File: src/rtl/k2_pkg.sv
// rtl/k2_pkg.sv - shared K2 types and sizing constants
package k2_pkg;

  localparam int K2_PC_BITS    = 4;
  localparam int K2_INSTR_BITS = 8;
  localparam int K2_PROG_DEPTH = 16;

  typedef enum logic [2:0] {
    IDLE,
    LOAD,
    CHECK,
    RUN,
    ERROR
  } loader_state_t;

endpackage

File: src/rtl/k2_program_mem.sv
// rtl/k2_program_mem.sv - instruction storage, async clear, sync write, combinational read
module k2_program_mem #(
  parameter int ADDR_BITS = 4,
  parameter int BITS      = 8
) (
  input  logic                 clk,
  input  logic                 rst,
  input  logic                 we,
  input  logic [ADDR_BITS-1:0] waddr,
  input  logic [BITS-1:0]      wdata,
  input  logic [ADDR_BITS-1:0] raddr,
  output logic [BITS-1:0]      rdata
);

  localparam int DEPTH = 2 ** ADDR_BITS;

  logic [BITS-1:0] mem [DEPTH];

  // Clearing on rst guarantees a half-loaded program never survives a reset.
  always_ff @(posedge clk or posedge rst) begin
    if (rst) begin
      for (int i = 0; i < DEPTH; i++) mem[i] <= '0;
    end else if (we) begin
      mem[waddr] <= wdata;
    end
  end

  assign rdata = mem[raddr];

endmodule

File: src/rtl/k2_program_loader.sv
// rtl/k2_program_loader.sv - K2 program loader FSM and instruction server
// Optional checksum byte after the program is built when CHECKSUM_EN is defined.
module k2_program_loader
  import k2_pkg::*;
#(
  parameter int ADDR_BITS = K2_PC_BITS,
  parameter int BITS      = K2_INSTR_BITS
) (
  input  logic                 clk,
  input  logic                 rst,
  input  logic                 load_start,
  input  logic                 run_start,
  input  logic                 byte_valid,
  input  logic [BITS-1:0]      byte_data,
  output logic                 byte_ready,
  input  logic [ADDR_BITS-1:0] program_address,
  output logic [BITS-1:0]      instruction_data,
  output logic                 cpu_rst_n,
  output logic                 loading,
  output logic                 load_done,
  output logic                 load_error
);

  localparam int DEPTH = 2 ** ADDR_BITS;
  localparam logic [ADDR_BITS-1:0] LAST_ADDR = ADDR_BITS'(DEPTH - 1);

  loader_state_t        state, state_n;
  logic [ADDR_BITS-1:0] wr_ptr;
  logic [BITS-1:0]      rdata;
  logic                 we, clr, done_n;
`ifdef CHECKSUM_EN
  logic [BITS-1:0]      sum;
`endif

  k2_program_mem #(
    .ADDR_BITS(ADDR_BITS),
    .BITS     (BITS)
  ) u_mem (
    .clk  (clk),
    .rst  (rst),
    .we   (we),
    .waddr(wr_ptr),
    .wdata(byte_data),
    .raddr(program_address),
    .rdata(rdata)
  );

  always_ff @(posedge clk or posedge rst) begin
    if (rst) state <= IDLE;
    else     state <= state_n;
  end

  always_comb begin
    state_n    = state;
    byte_ready = 1'b0;
    loading    = 1'b0;
    cpu_rst_n  = 1'b0;
    we         = 1'b0;
    clr        = 1'b0;
    done_n     = 1'b0;
    case (state)
      IDLE: begin
        if (load_start) begin
          state_n = LOAD;
          clr     = 1'b1;
        end else if (run_start) begin
          state_n = RUN;
        end
      end
      LOAD: begin
        loading = 1'b1;
        // A restart drops any byte offered alongside it.
        if (load_start) begin
          clr = 1'b1;
        end else begin
          byte_ready = 1'b1;
          if (byte_valid) begin
            we = 1'b1;
            if (wr_ptr == LAST_ADDR) begin
`ifdef CHECKSUM_EN
              state_n = CHECK;
`else
              state_n = RUN;
              done_n  = 1'b1;
`endif
            end
          end
        end
      end
`ifdef CHECKSUM_EN
      CHECK: begin
        loading = 1'b1;
        if (load_start) begin
          state_n = LOAD;
          clr     = 1'b1;
        end else begin
          byte_ready = 1'b1;
          if (byte_valid) begin
            if (byte_data == sum) begin
              state_n = RUN;
              done_n  = 1'b1;
            end else begin
              state_n = ERROR;
            end
          end
        end
      end
      ERROR: begin
        if (load_start) begin
          state_n = LOAD;
          clr     = 1'b1;
        end
      end
`endif
      RUN: begin
        cpu_rst_n = 1'b1;
        if (load_start) begin
          state_n = LOAD;
          clr     = 1'b1;
        end
      end
      default: state_n = IDLE;
    endcase
  end

  always_ff @(posedge clk or posedge rst) begin
    if (rst) begin
      wr_ptr    <= '0;
      load_done <= 1'b0;
`ifdef CHECKSUM_EN
      sum       <= '0;
`endif
    end else begin
      load_done <= done_n;
      // The pointer wraps naturally to 0 on the final program byte.
      if (clr)     wr_ptr <= '0;
      else if (we) wr_ptr <= wr_ptr + 1'b1;
`ifdef CHECKSUM_EN
      if (clr)     sum <= '0;
      else if (we) sum <= sum + byte_data;
`endif
    end
  end

`ifdef CHECKSUM_EN
  assign load_error = (state == ERROR);
`else
  assign load_error = 1'b0;
`endif

  assign instruction_data = (state == RUN) ? rdata : '0;

endmodule

File: config.mk
export PLATFORM = sky130hd
export DESIGN_NAME = k2_program_loader
export DESIGN_NICKNAME = d
export VERILOG_FILES = /design/src/rtl/k2_pkg.sv /design/src/rtl/k2_program_mem.sv /design/src/rtl/k2_program_loader.sv
export SDC_FILE = /design/constraint.sdc
export NUM_CORES = 1
export LEC_CHECK = 0
export CORE_MARGIN = 8
export CORE_UTILIZATION = 40
export CTS_BUF_LIST = sky130_fd_sc_hd__clkbuf_16
export CTS_CLUSTER_SIZE = 8
export DETAILED_ROUTE_END_ITERATION = 16
export GPL_TIMING_DRIVEN = 0
export PLACE_DENSITY = 0.57
export SYNTH_ARGS = -nofsm -noshare
export SYNTH_HDL_FRONTEND = slang
export SYNTH_SLANG_ARGS = --single-unit
File: constraint.sdc
create_clock -name clk -period 4.67 [get_ports clk]
set_input_delay 0.467 -clock clk [delete_from_list [all_inputs] [get_ports clk]]
set_output_delay 0.467 -clock clk [all_outputs]
set_load 0.05 [all_outputs]
# After elaboration in Yosys (flattened, before gate mapping)
# Cells that the tools add are included.
# word_totals
register_bits	136
latch_bits	0
ram_bits	0
rom_bits	0
input_bits	17
out_inout_bits	13
wordCells	67
mem_count	0
# classes
n_addsub	1
n_mul	0
div_mod_pow	0
n_lt_le_gt_ge	3
eq_ne	8
n_shift	0
mux	29
n_bitwise	2
n_reduce_logical	5
# ops
operator	count
$bwmux 128	1
$bmux 8 s4	1
$demux 8 s4	1
$mux 8	4
$mux 3	6
$mux 1	13
$ge 5x5->1 const B	2
$not 4->5	2
$pmux 3 s3	1
$mux 4	2
$ne 2x2->1 const B	4
$lt 5x1->1 const B	1
$reduce_and 5->1	1
$add 4x1->4 const B	1
$eq 4x4->1 const B	1
$eq 3x1->1 const B	1
$eq 3x2->1 const B	1
$logic_not 3->1	1
$ne 3x3->1 const B	1
$reduce_or 3->1	1
$reduce_bool 2->1	1
$logic_and 1x1->1	1

# Logic depth before layout (Yosys ltp)
# Gate-level depths: netlist of run 1.
# logic_depth
ltp_word	6
mapped_depth	7
mapped_depth_nobuf	4

# Hierarchy
# A second synthesis of run 1 with hierarchy kept.
# hier_totals
hier_cells	418
area_unflattened_um2	6392.4
# modules_own_cells
module	instances	cells_each	area_each_um2	seq_area_each_um2
k2_program_mem	1	369	5953.2	3203.1
k2_program_loader	1	49	439.2	175.2

# Least setup slack after synthesis of run 1
# No wires, ideal clock.
# synth_timing
kind	input to output
start	in program_address[0]
end	out instruction_data[4]
t_arrival_ps	2481
t_required_ps	4203
slack_ps	1722
stages	6
n_path_buf	3
cell_sequence	buf_2 > buf_4 > buf_4 > mux4_2 > mux2i_1 > o21ai_0
# synth_via
elab_chain_len	5
# synth_lines
item	line	source
start, declared	k2_program_loader.sv:16	input logic [ADDR_BITS-1:0] program_address,
$not 4->5 (implied by the code)	k2_program_mem.sv:28	assign rdata = mem[raddr];
$bmux 8 s4	k2_program_mem.sv:28	
$mux 8 (implied by the code) (2 in a row)	k2_program_mem.sv:28	
$mux 8	k2_program_loader.sv:151	assign instruction_data = (state == RUN) ? rdata : '0;
end, declared	k2_program_loader.sv:17	output logic [BITS-1:0] instruction_data,
# No other way between the ends. The select of a mux whose other input is x is not followed.

# Worst setup path in the final report of run 1
# layout_timing
start	in program_address[0]
end	out instruction_data[7]
# Same word-level chain as after synthesis.

==> summary.md, run 1 <==
| Metric | Value |
|---|---|
| Status | `finished clean` |
| R2R Setup Slk | `2.61 ns` |
| Critical Path AT | `3.40 ns` |
| Starting density of the core | `between 40% and 50%` |
| RR Endpoint | `u_mem.mem[110]$_DFFE_PP0P_` |
| TritonRoute pass-1 iters | `4` |
| Crit Path Category | `in -> out` |
| CTS tree | `yes` |
| Register bit total from synthesis | `around 140` |
| CP Data Required Time | `~4.2 ns` |
| Via count | `3,791` |
| RSZ-0062 raised after global routing | `false` |
| TNS Setup | `0 ns` |
| Clock sink total | `between 100 and 150` |
| CP Launch Type | `input pin` |
| Hold-fix buffer count after cts | `0` |
| CP Capture Type | `output pin` |
| Power Density | `around 400 nW/µm²` |
| Clk_lat worst skew | `~0.42 ns` |
| Largest stage delay, worst path | `a little under 0.9 ns` |
| Die height | `142.1 µm` |
| Most frequent cells in the layout | `dfrtp_1, mux2_2, mux4_2, clkdlybuf4s50_1` |
| Worst-path clk slew | `~0.060 ns` |
| Final ANT Viol Nets | `0` |
| DRC | `0` |
| Largest net degree at the start of global routing | `77` |
| DP Area | `around 6900 µm²` |
| Total power | `roughly 3 mW` |
| Setup Fix Bufs, Post-CTS | `0` |
| Vias per cell | `5.393` |
| Highest clock rate | `approximately 260 MHz` |
| Reg2Reg Launch Point | `state[1]$_DFFE_PP0P_` |
| Clock Power Share | `roughly half` |
| Share of layout cells above drive strength 1 | `43.53%` |
| Final period util | `between 80% and 90%` |
| Row count | `46` |
| Sw Share | `between 20% and 30%` |
| First-pass GRT wire length | `between 20,000 and 25,000 µm` |
| Crit path buffers/inverters | `5` |
| Hold Path End | `state[1]$_DFFE_PP0P_` |
| Reg2Reg Depth | `5` |
| Combinational Power Share | `just under 9%` |
| Maximum vdd ir drop | `about 0.00026 V` |
| Die area | `approximately 20,000 µm²` |
| Fraction of registers with async set/reset | `100.0%` |
| P_leak | `roughly 3.6 nW` |
| Final hold vios | `0` |
| Root Driver | `clkbuf_16` |
| Port bufs | `26` |
| Antenna diode count | `0` |
| Cell variety after synth | `44` |
| Part of the power in registers | `42.8%` |
| Worst Hold Launch | `load_start` |
| Grt ovf | `0` |
| Finished Cell Area | `between 7000 and 8000 µm²` |
| Synth warn | `0` |
| Syn Area/Cell | `roughly 15 µm²` |
| Main flop type after synthesis | `dfrtp_1` |
| GPL Wtd Cong | `around 0.77` |
| Actual slew at the worst max-slew pin | `0.5776 ns` |
| Max stage delay cell, worst path | `clkdlybuf4s50_1` |
| Critical-path cell list | `clkdlybuf4s50_1, buf_2, buf_4, buf_4, mux2i_1, a21oi_1, o211ai_1, o21ai_0, clkdlybuf4s50_1` |
| Worst-path fanout max | `10` |
| Synth-to-Final Area Change | `19.09%` |
| Vias in the first global route | `around 4,000` |
| P_sw | `between 600 and 700 µW` |
| Hold Crit Class | `in -> reg` |
| FILL cells | `roughly 1,400` |
| Initial DRC count | `~270` |
| Max Cap Violations | `0` |
| WL final | `around 15,000 µm` |
| Synth Instances | `approximately 430` |
| Total track usage | `between 10% and 20%` |
| Delay-heaviest family, CP | `buffers and inverters` |
| Longest Clk Path Bufs | `2` |
| Seq/Total Area, Yosys | `a little over half` |
| Final setup vio count | `0` |
| Post-CTS sizing | `0` |
| Chip width | `between 100 and 150 µm` |
| Inserted Clock Buffers | `17` |
| Int Power | `between 2 and 2.5 mW` |
| Nets@finish | `495` |
| Clock Skews | `0.006361 ns` |
| Synthesized area | `around 6400 µm²` |
| DR WL/cell | `20.89 µm` |
| Min-Delay Path Depth | `2` |
| EDFF count, synth | `0` |
| Slew Limit Fails | `0` |
| Core area | `approximately 16,000 µm²` |
| Slew Limit Headroom | `approximately three fifths` |
| Fin crit period | `3.862 ns` |
| Leading cell type in the layout, fill and taps excluded | `dfrtp_1` |
| Antenna violations before repair | `0` |
| Mapped Nets | `449` |
| I/O pin count | `30` |
| Pre-CTS WS | `~0.8 ns` |
| Post-route setup slack | `between 0.8 and 0.9 ns` |
| DP Wirelength | `around 10,000 µm` |
| Htree depth | `4` |
[flip-flops by register name, summed over array words and instances, names as in the netlist]
register,flops
load_done,1
state,2
wr_ptr,4
u_mem.mem,128
[power groups by stage]
stage / combinational [mW] / sequential (mW) / clock, mW
global route: 0.295 / 1.31 / 1.56
CTS: 0.276 / 1.30 / 1.49
floorplan: 0.199 / 1.30 / 0
global placement: 0.262 / 1.31 / 0
detailed placement: 0.274 / 1.32 / 0
finish: 0.271 / 1.30 / 1.47
[cell usage after synthesis, drive strengths merged (2+ instances only)]
cell type | n | share of area [%]
a21oi | 6 | 0.47
a221o | 2 | 0.31
a22o | 2 | 0.28
a22oi | 2 | 0.24
a31oi | 2 | 0.20
and2 | 5 | 0.49
and3 | 3 | 0.30
buf | 14 | 1.4
clkbuf | 10 | 0.61
dfrtp | 135 | 53
ha | 4 | 0.79
inv | 6 | 0.35
mux2 | 128 | 23
mux2i | 17 | 2.7
mux4 | 26 | 9.2
nand2 | 20 | 1.8
nand3 | 4 | 0.31
nand4 | 2 | 0.20
nor2 | 6 | 0.35
nor2b | 4 | 0.39
nor3b | 4 | 0.83
o211ai | 4 | 0.47
o21ai | 8 | 0.63
o22ai | 2 | 0.20
[worst max path at each step]
stage	from	endpoint	slack, ns	depth (start not counted)
after global routing	program_address[0]	instruction_data[7]	0.70	9
after global placement	rst	u_mem.mem[54]$_DFFE_PP0P_	-1.16	2
after CTS	program_address[0]	instruction_data[7]	0.79	9
after detailed placement	program_address[0]	instruction_data[7]	0.79	9
after floorplan	rst	load_done$_DFF_PP0_	0.59	1
final	program_address[0]	instruction_data[7]	0.81	9
[metal layers]
layer	vias up	routed length (µm)	GRT usage [%]
met2	54	7107	24.44
met4	0	202	5.992
met1	2038	6971	21.04
li1	1680	-	-
met5	-	0	0
met3	19	407	3.220
[metrics by stage]
stage / util [%] / cells / hold slack (ns)
6_report: 48.18 / 703 / 0.2451
5_1_grt: 48.18 / 703 / 0.2356
4_1_cts: 48.18 / 703 / 0.2258
3_5_place_dp: 44.04 / 671 / 0.4845
3_3_place_gp: 43.83 / 670 / 0.4731
2_1_floorplan: - / 428 / 0.4635
[logic make-up after synthesis]
| family | after synthesis | synth area share, % |
|---|---|---|
| AND/OR/NAND/NOR | 54 | 5.669 |
| flip-flops | 135 | 53.15 |
| buffers and inverters | 31 | 2.382 |
| adder cells (fa/ha/maj) | 4 | 0.7874 |
| multiplexers | 171 | 34.63 |
| AO/OA/AOI/OAI | 32 | 3.327 |
| other | 1 | 0.05900 |
[final cells by class]
| cell class | instances | area [µm²] | area share [%] |
|---|---|---|---|
| Sequential cell | 135 | 3378 | 44.63 |
| Buffer | 24 | 125.1 | 1.653 |
| Inverter | 7 | 31.28 | 0.4132 |
| Clock buffer | 17 | 425.4 | 5.620 |
| Multi-Input combinational cell | 262 | 2826 | 37.34 |
| Tap cell | 216 | 270.3 | 3.570 |
| Clock inverter | 15 | 225.2 | 2.975 |
| Timing Repair Buffer | 27 | 287.8 | 3.802 |
Power figures use the tool's default switching activity.
==> inputs of run 2 (changes only) <==
--- a/config.mk
+++ b/config.mk
@@ -11,7 +11,7 @@
 export CTS_CLUSTER_SIZE = 8
 export DETAILED_ROUTE_END_ITERATION = 16
 export GPL_TIMING_DRIVEN = 0
-export PLACE_DENSITY = 0.57
+export PLACE_DENSITY = 0.59
 export SYNTH_ARGS = -nofsm -noshare
 export SYNTH_HDL_FRONTEND = slang
 export SYNTH_SLANG_ARGS = --single-unit
==> constraint.sdc (replaced) <==
create_clock -name clk -period 3.4 [get_ports clk]
set_input_delay 0.34 -clock clk [delete_from_list [all_inputs] [get_ports clk]]
set_output_delay 0.34 -clock clk [all_outputs]
set_load 0.05 [all_outputs]
==> summary.md, run 2 (synthesis results as in run 1) <==
| Metric | Value |
|---|---|
| Max FFs per register | `128` |
| Largest net degree at the start of global routing | `43` |
| Inserted Clock Buffers | `17` |
| GPL Wtd Cong | `between 0.7 and 0.8` |
| Port bufs | `26` |
| Nets@finish | `about 500` |
| Final period util | `a little over nine tenths` |
| Share of layout cells above drive strength 1 | `between 40% and 50%` |
| Leading cell type in the layout, fill and taps excluded | `dfrtp_1` |
| Final ANT Viol Nets | `0` |
| Longest Clk Path Bufs | `2` |
| DP Wirelength | `10,220 µm` |
| Synth-to-Final Area Change | `17.28%` |
| Slew Limit Headroom | `58.01%` |
| Biggest regs | `u_mem.mem x128, wr_ptr x4, state x2` |
| Slew Limit Fails | `0` |
| DR WL/cell | `around 21 µm` |
| Power Density | `around 500 nW/µm²` |
| I/O pin count | `30` |
| Worst-path fanout max | `6` |
| Worst-path clk slew | `roughly 0.050 ns` |
| Highest clock rate | `303.3 MHz` |
| Final hold slack | `approximately 0.12 ns` |
| Final hold vios | `0` |
| Clk_lat worst skew | `~0.41 ns` |
| CP Data Required Time | `just over 3 ns` |
| Final setup vio count | `0` |
| Core area | `15,710 µm²` |
| Total track usage | `roughly 16%` |
| Fin crit period | `roughly 3.3 ns` |
| Clock sink total | `about 140` |
| Die height | `about 140 µm` |
| DP Area | `a little under 7000 µm²` |
| Hold Crit Class | `in -> reg` |
| Grt ovf | `0` |
| Die area | `20,180 µm²` |
| Htree depth | `4` |
| CP Capture Type | `output pin` |
| P_leak | `roughly 3.6 nW` |
| Vias per cell | `about 5.4` |
| Actual slew at the worst max-slew pin | `roughly 0.63 ns` |
| CTS tree | `yes` |
| Via count | `3,769` |
| RSZ-0062 raised after global routing | `false` |
| Critical Path AT | `approximately 3.0 ns` |
| Clock Skews | `0.003979 ns` |
| Pre-CTS WS | `-0.1568 ns` |
| Finished Cell Area | `about 7500 µm²` |
| Max Cap Violations | `0` |
| Antenna diode count | `0` |
| Antenna violations before repair | `0` |
| TritonRoute pass-1 iters | `4` |
| Row count | `46` |
| Starting density of the core | `roughly two fifths` |
| WL final | `~15,000 µm` |
| Vias in the first global route | `between 3,000 and 4,000` |
| Root Driver | `clkbuf_16` |
| DRC | `0` |
| CP Launch Type | `input pin` |
| Post-route setup slack | `around 0.10 ns` |
| Crit Path Category | `in -> out` |
| Most frequent cells in the layout | `dfrtp_1, mux2_2, mux4_2` |
| First-pass GRT wire length | `23,280 µm` |
| Setup Fix Bufs, Post-CTS | `0` |
| Status | `finished clean` |
| Initial DRC count | `around 320` |
| Most flops, register | `u_mem.mem` |
| Total power | `3.737 mW` |
| Maximum vdd ir drop | `0.0002870 V` |
| Chip width | `142.1 µm` |
==> run 2: path summary, 6_finish.rpt <==
| kind | startpoint | cells after the start | slack, ns | endpoint |
|---|---|---|---|---|
| hold / removal | load_start | 2 | 0.12 | state[1]$_DFFE_PP0P_ |
| setup reg to reg | state[1]$_DFFE_PP0P_ | 5 | 1.31 | u_mem.mem[122]$_DFFE_PP0P_ |
| max in group asynchronous | rst | 5 | 1.96 | u_mem.mem[124]$_DFFE_PP0P_ |
| hold reg to reg | u_mem.mem[39]$_DFFE_PP0P_ | 1 | 0.49 | u_mem.mem[39]$_DFFE_PP0P_ |
| min in group asynchronous | rst | 2 | 0.33 | u_mem.mem[105]$_DFFE_PP0P_ |
| setup / recovery | program_address[1] | 6 | 0.10 | instruction_data[3] |
==> run 2: metrics by stage <==
step	utilization [%]	TNS, ns	instances
floorplan	-	0	428
global placement	43.85	-0.9022	670
detailed placement	44.23	-0.7967	673
CTS	47.41	0	703
global route	47.44	0	703
finish	47.44	0	703
==> run 2: power by group <==
group | total [mW] | internal (mW) | switching [mW] | leakage (nW)
logic | 0.368 | 0.200 | 0.168 | 1.50
registers | 1.78 | 1.73 | 0.0561 | 1.83
clock network | 1.59 | 0.965 | 0.623 | 0.272
==> run 2: repair_timing <==
item,CTS,global route
hold buffers,0,0
resized for setup,7,2
endpoints found under the setup margin,7,3
==> run 2: cell type report <==
cell class	count	area [µm²]
fillers	1372	8258
repair buffers	29	315.3
clock inverters	13	78.83
multi-input cells	262	2829
well taps	216	270.3
clock buffers	17	425.4
flip-flops and latches	135	3378
plain buffers	24	127.6
inverters	7	30.03
==> run 2: worst max-delay path, stage by stage <==
cell             delay [ns]
clkdlybuf4s50_1        0.68
nor2b_2                0.43
a22oi_1                0.18
a22o_1                 0.26
a221o_1                0.36
clkdlybuf4s50_1        0.71
==> run 2: routing by layer <==
layer  vias up  wire (µm)  global-route usage [%]
li1       1687          -                       -
met1      1994       6803                   20.76
met2        61       7217                   24.57
met3        27        576                   3.824
met4         0        336                   6.275
met5         -          0                       0
